File: config.mk
export PLATFORM = sky130hd
export DESIGN_NAME = cache_axi_rd_arbiter
export DESIGN_NICKNAME = d
export VERILOG_FILES = /design/src/rtl/cache_axi_rd_arbiter.sv
export SDC_FILE = /design/constraint.sdc
export NUM_CORES = 1
export LEC_CHECK = 0
export CAP_MARGIN = 5
export CORE_ASPECT_RATIO = 0.5
export CORE_MARGIN = 5
export CORE_UTILIZATION = 30
export CTS_BUF_LIST = sky130_fd_sc_hd__clkbuf_4 sky130_fd_sc_hd__clkbuf_8
export DETAILED_ROUTE_END_ITERATION = 16
export HOLD_SLACK_MARGIN = 0.12
export PLACE_DENSITY = 0.84
export SYNTH_ARGS = -nofsm -noshare
export SYNTH_HDL_FRONTEND = slang
export SYNTH_SLANG_ARGS = --single-unit
File: constraint.sdc
create_clock -name clk -period 4.02 [get_ports clk]
set_clock_uncertainty 0.05 [all_clocks]
set_input_delay 1.005 -clock clk [delete_from_list [all_inputs] [get_ports clk]]
set_output_delay 1.005 -clock clk [all_outputs]
set_load 0.05 [all_outputs]
File: src/rtl/cache_axi_rd_arbiter.sv
// Shares one AXI read channel (AR/R) between the I-cache and D-cache refill engines.
// One burst outstanding at a time; D-cache has priority, and the I-cache has starvation protection.
module cache_axi_rd_arbiter #(
    parameter int         ADDR_W     = 32,
    parameter int         DATA_W     = 32,
    parameter logic [3:0] ID_I       = 4'd0,
    parameter logic [3:0] ID_D       = 4'd1,
    parameter int         STARVE_MAX = 4
) (
    input  logic              clk,
    input  logic              rst,
    input  logic              i_rd_req,
    input  logic [ADDR_W-1:0] i_rd_addr,
    input  logic [7:0]        i_rd_len,
    output logic [DATA_W-1:0] i_rd_data,
    output logic              i_rd_valid,
    output logic              i_rd_last,
    input  logic              d_rd_req,
    input  logic [ADDR_W-1:0] d_rd_addr,
    input  logic [7:0]        d_rd_len,
    output logic [DATA_W-1:0] d_rd_data,
    output logic              d_rd_valid,
    output logic              d_rd_last,
    input  logic              d_wr_busy,
    output logic [3:0]        arid,
    output logic [ADDR_W-1:0] araddr,
    output logic [7:0]        arlen,
    output logic [2:0]        arsize,
    output logic [1:0]        arburst,
    output logic              arvalid,
    input  logic              arready,
    input  logic [3:0]        rid,
    input  logic [DATA_W-1:0] rdata,
    input  logic              rlast,
    input  logic              rvalid,
    output logic              rready,
    output logic              arb_busy,
    output logic              rid_err,
    output logic [1:0]        dbg_state_o,
    output logic [3:0]        dbg_starve_cnt_o
);

    // Handshake: AR transfers on arvalid & arready; R beats transfer on rvalid & rready.
    typedef enum logic [1:0] {IDLE = 2'd0, ADDR = 2'd1, DATA = 2'd2, GAP = 2'd3} state_t;

    localparam logic [3:0] STARVE_LIM = 4'(STARVE_MAX);

    state_t              state_q, state_d;
    logic                owner_d_q, owner_d_d;
    logic [3:0]          id_q, id_d;
    logic [ADDR_W-1:0]   addr_q, addr_d;
    logic [7:0]          len_q, len_d;
    logic [3:0]          starve_q, starve_d;
    logic                rid_err_q, rid_err_d;

    logic elig_i, elig_d, grant_d, beat;

    assign elig_i  = i_rd_req;
    assign elig_d  = d_rd_req & ~d_wr_busy;
    assign grant_d = elig_d & ~(elig_i & (starve_q == STARVE_LIM));
    assign beat    = (state_q == DATA) & rvalid;

    always_comb begin
        state_d   = state_q;
        owner_d_d = owner_d_q;
        id_d      = id_q;
        addr_d    = addr_q;
        len_d     = len_q;
        starve_d  = starve_q;
        rid_err_d = rid_err_q;
        arvalid   = 1'b0;
        rready    = 1'b0;
        case (state_q)
            IDLE: begin
                if (grant_d) begin
                    owner_d_d = 1'b1;
                    id_d      = ID_D;
                    addr_d    = d_rd_addr;
                    len_d     = d_rd_len;
                    // Count only D grants that made a waiting I-cache wait longer.
                    if (i_rd_req)
                        starve_d = (starve_q == STARVE_LIM) ? starve_q : starve_q + 4'd1;
                    else
                        starve_d = 4'd0;
                    state_d = ADDR;
                end else if (elig_i) begin
                    owner_d_d = 1'b0;
                    id_d      = ID_I;
                    addr_d    = i_rd_addr;
                    len_d     = i_rd_len;
                    starve_d  = 4'd0;
                    state_d   = ADDR;
                end
            end
            ADDR: begin
                arvalid = 1'b1;
                if (arready) state_d = DATA;
            end
            DATA: begin
                rready = 1'b1;
                if (rvalid) begin
                    if (rid != id_q) rid_err_d = 1'b1;
                    if (rlast) state_d = GAP;
                end
            end
            GAP:     state_d = IDLE;
            default: state_d = IDLE;
        endcase
    end

    always_ff @(posedge clk) begin
        if (rst) begin
            state_q   <= IDLE;
            owner_d_q <= 1'b0;
            id_q      <= 4'd0;
            addr_q    <= '0;
            len_q     <= 8'd0;
            starve_q  <= 4'd0;
            rid_err_q <= 1'b0;
        end else begin
            state_q   <= state_d;
            owner_d_q <= owner_d_d;
            id_q      <= id_d;
            addr_q    <= addr_d;
            len_q     <= len_d;
            starve_q  <= starve_d;
            rid_err_q <= rid_err_d;
        end
    end

    // Beats are routed to the owner whatever their rid; a wrong rid only raises rid_err.
    assign i_rd_valid = beat & ~owner_d_q;
    assign i_rd_last  = beat & ~owner_d_q & rlast;
    assign i_rd_data  = (beat & ~owner_d_q) ? rdata : '0;
    assign d_rd_valid = beat & owner_d_q;
    assign d_rd_last  = beat & owner_d_q & rlast;
    assign d_rd_data  = (beat & owner_d_q) ? rdata : '0;

    assign arid             = id_q;
    assign araddr           = addr_q;
    assign arlen            = len_q;
    assign arsize           = 3'b010;
    assign arburst          = 2'b01;
    assign arb_busy         = (state_q != IDLE);
    assign rid_err          = rid_err_q;
    assign dbg_state_o      = state_q;
    assign dbg_starve_cnt_o = starve_q;

endmodule

* Word level (Yosys, flattened, before mapping)
Index checks and enable logic that the tools add are counted.
Storage, ports and cells: register bits 52, bits of input ports 124, output and inout bits 127, word-level logic and storage cells 57
Operators by class: add/subtract/negate cells 1, equal/unequal tests 10, mux-type cells 21, bitwise logic cells 11, reduce and logical (&&, ||, !) cells 7
Operators by type and width (number):
- 32-bit 2-to-1 mux | 4
- 4-bit 2-to-1 mux | 5
- 8-bit 2-to-1 mux | 2
- 2-bit 2-to-1 mux | 5
- 1-bit AND | 8
- 2-bit one-hot mux with 4 select lines | 1
- 2-bit != test, second input constant | 3
- 3-bit != test, second input constant | 2
- 3-bit AND reduction | 2
- 4-bit by 1-bit adder with 4-bit output, second input constant | 1
- 2-bit equality test, second input constant | 2
- 4-bit by 3-bit equality test with 1-bit output, second input constant | 1
- 1-bit 2-to-1 mux | 4
- 4-bit != test | 1
- 4-bit AND reduction | 1
- 2-bit nonzero test | 2
- 1-bit inverter | 3
- 2-bit by 1-bit equality test with 1-bit output, second input constant | 1
- 2-bit logical NOT | 1
- 2-bit AND reduction | 1

* Logic depth before layout (Yosys ltp)
depth after elaboration 6, gate-level depth with buffers 8, gate-level depth less buffers 6

* Least setup slack after synthesis
Ideal clock, no wire load.
kind flip-flop to output port, from reg state_q[1], in the netlist dbg_state_o[1], to out d_rd_data[22], arrival 2782 ps, required time 2965 ps, slack 183 ps, stages on the path, launching flop included 6, path buffers 2, path through dfxtp_1 > ha_1 > and3_1 > clkbuf_1 > clkbuf_1 > and2_1
On the way: cells in the longest elaborated chain, start to end 4
RTL lines:
- from (decl) | RTL line 48 | state_t state_q, state_d;
- from (signal assigned) | RTL line 121 | state_q <= state_d;
- 2-bit equality test | RTL line 61 | assign beat = (state_q == DATA) & rvalid;
- 1-bit AND | RTL line 61
- 1-bit AND
- via d_rd_valid | RTL line 22 | output logic d_rd_valid,
- 32-bit 2-to-1 mux | RTL line 137 | assign d_rd_data = (beat & owner_d_q) ? rdata : '0;
- to (decl) | RTL line 21 | output logic [DATA_W-1:0] d_rd_data,
The timed path passes the listed nets, and every way through them passes these cells.

* Final worst setup path
from in rvalid, to out i_rd_data[6]
On the way: cells in the longest elaborated chain, start to end 3
RTL lines:
- from (decl) | RTL line 35 | input logic rvalid,
- 1-bit AND | RTL line 61
- 1-bit AND | RTL line 134 | assign i_rd_data = (beat & ~owner_d_q) ? rdata : '0;
- 32-bit 2-to-1 mux | RTL line 134
- to (decl) | RTL line 15 | output logic [DATA_W-1:0] i_rd_data,
No other way between the ends.

==> results.sh <==
export IMPL_status="complete, no violations"
export IMPL_slew_violations=0
export IMPL_grt_pass1_vias=3468
export IMPL_setup_slack_ns=0.617
export IMPL_synth_xor_area_share_pct=0.293
export IMPL_irDropWorstVdd_v=0.000335
export IMPL_diodes=0
export IMPL_cp_max_fo=34
export IMPL_drt_iter0_drc=126
export IMPL_cts_resized=0
export IMPL_portBuffers=242
export IMPL_gp_congestion=0.835
export IMPL_critPathKind="in2out"
export IMPL_track_usage_pct=18.8
export IMPL_synth_fa_ha_area_share_pct=2.51
export IMPL_clock_latency_ns=0.31
export IMPL_hold_ws_ns=0.449
export IMPL_rr_worst_depth=7
export IMPL_p_per_area_mw_per_mm2=510
export IMPL_tritoncts="built"
export IMPL_firstDrtPassIters=4
export IMPL_ioPinCount=251
export IMPL_fmax_mhz=294
export IMPL_ys_flop_type="dfxtp_1"
export IMPL_cts_root_buf="clkbuf_8"
export IMPL_cts_max_level=2
export IMPL_yosysTopAreaCell="dfxtp_1"
export IMPL_fin_crit_ns=3.40
export IMPL_die_x_um=151
export IMPL_synth_mux_area_share_pct=0.670
export IMPL_max_slew_margin_pct=47.8
export IMPL_wl_um=12300
export IMPL_synth_async_reset_ratio_pct=0
export IMPL_syn_avg_cell_area_um2=8.05
export IMPL_viasPerCell=4.69
export IMPL_finalSetupViolCount=0
export IMPL_final_area_mm2=0.00618
export IMPL_hpwl_um=10000
export IMPL_synth_distinct_cells=35
export IMPL_rows=25
export IMPL_r2r_slack_ns=1.98
export IMPL_cp_end_kind="output port"
export IMPL_dieArea_mm2=0.0122
export IMPL_tns_ns=0
export IMPL_syn_area_mm2=0.00299
export IMPL_synth_compound_area_share_pct=26.3
export IMPL_grt_max_degree=43
export IMPL_syn_inst=371
export IMPL_drcViolationCount=0
export IMPL_grt_pass1_wl_um=18200
export IMPL_yosys_area_share_simple_pct=29.1
export IMPL_cap_viol_max_count=0
export IMPL_finalHoldViolCount=0
export IMPL_finalNonFillerCells=729
export IMPL_worstMarginPinSlew_ns=0.782
export IMPL_synth_edff_count=0
export IMPL_postCtsSetupRepairBufs=0
export IMPL_ys_seq_area_share_pct=32.2
export IMPL_initial_core_util_pct=31.2
export IMPL_synth_top_area_share_pct=32.2
export IMPL_wl_per_cell_um=16.8
export IMPL_clkSinkCount=48
export IMPL_core_area_mm2=0.00957
export IMPL_rsz0062_at_grt="false"
export IMPL_dp_slack_ns=0.616
export IMPL_start_kind="input pin"
export IMPL_wl_met1_um=4220
export IMPL_synth_seq_cells=48
export IMPL_hold_buffers=0
export IMPL_dpl_cell_count=721
export IMPL_synth_top_family_by_area="simple AND/OR/NAND/NOR gates"
export IMPL_drive_gt1_share_pct=21.7
export IMPL_worstHoldPathCells=2
export IMPL_vias=3422
export IMPL_syn_to_final_growth_pct=107
export IMPL_path_clk_slew_ns=0.09
export IMPL_worstPathRequired_ns=2.96
export IMPL_wl_met2_um=6750
export IMPL_highest_layer="met4"
export IMPL_post_route_period_util_pct=84.6
export IMPL_p_leak_nw=2.43
export IMPL_hold_class="reg2reg"
export IMPL_antenna_found_initial=0
export IMPL_worstPathArrival_ns=2.35
export IMPL_place_area_mm2=0.00609
export IMPL_ys_warn_count=0
export IMPL_fin_nets=723
export IMPL_die_height_um=80.6
export IMPL_final_antenna_net_count=0
export IMPL_fin_util_pct=64.6
export IMPL_total_power_mw=3.15
export IMPL_synthTopCellsByArea="dfxtp_1 32%, and2_1 14%, a211oi_2 11%, nand2_1 5.9%, nor2_1 5.9%"
export IMPL_overflow=0
export IMPL_wl_met3_um=825
export IMPL_clock_path_buffers=2
export IMPL_cts_buffers=5
==> Yosys cell counts (2+ instances only) <==
| library cell | count |
|---|---|
| and2_1 | 66 |
| dfxtp_1 | 48 |
| nand2_1 | 47 |
| nor2_1 | 47 |
| a21oi_1 | 29 |
| a211oi_2 | 26 |
| a211oi_1 | 15 |
| a21oi_2 | 15 |
| clkbuf_1 | 15 |
| buf_4 | 11 |
| buf_2 | 8 |
| inv_1 | 7 |
| ha_1 | 6 |
| buf_6 | 5 |
| nand3_1 | 3 |
| a311oi_1 | 2 |
| conb_1 | 2 |
| mux2i_1 | 2 |
==> worst max-delay path: stages <==
cell and delay, ns:
clkdlybuf4s50_1 0.50, nand2_1 0.08, nor2_1 0.09, buf_4 0.28, and2_1 0.24, buf_12 0.15
==> cells by family (layout without fill, tap and decap cells) <==
family	after synthesis	after routing
XOR/XNOR	1	1
other	2	8
buffers and inverters	46	263
AO/OA/AOI/OAI	92	92
multiplexers	2	2
adder cells (fa/ha/maj)	6	6
AND/OR/NAND/NOR	174	174
flip-flops	48	48
==> report_power, final <==
| group | total, mW | internal, mW | switching (mW) |
|---|---|---|---|
| Combinational | 2.14 | 0.790 | 1.35 |
| Clock | 0.314 | 0.141 | 0.173 |
| Sequential | 0.705 | 0.624 | 0.0808 |
==> cells in the final DEF (no fill, tap or decap), drive strengths merged, types with 2 or more instances in the layout <==
master,Yosys,final
clkdlybuf4s50,0,173
buf,24,75
and2,67,67
dfxtp,48,48
nand2,47,47
nor2,47,47
a21oi,45,45
a211oi,41,41
conb,2,8
inv,7,8
ha,6,6
clkbuf,15,6
nand3,3,3
a311oi,2,2
mux2i,2,2
o21ai,2,2
nand2b,2,2
==> final timing paths <==
check / start / end
setup / recovery: rvalid / i_rd_data[6]
hold / removal: rid_err / rid_err
setup reg to reg: dbg_state_o[0] / araddr[23]
hold reg to reg: rid_err / rid_err
==> flip-flops by register name, summed over array words and instances (netlist names) <==
signal            count
araddr               32
arlen                 8
dbg_starve_cnt_o      4
dbg_state_o           2
arid                  1
rid_err               1
==> cell type report <==
class,count,area [um2]
flip-flops and latches,48,961
clock inverters,2,13.8
repair buffers,248,3140
clock buffers,6,82.6
fillers,752,3390
multi-input cells,283,1790
well taps,135,169
inverters,7,26.3
==> metal layers <==
| metal | vias to the layer above | GRT usage [%] |
|---|---|---|
| li1 | 1665 | - |
| met1 | 1598 | 18.3 |
| met2 | 122 | 38.0 |
| met3 | 37 | 4.11 |
| met4 | 0 | 8.14 |
| met5 | - | 0 |
(Power assumes the default switching activity.)
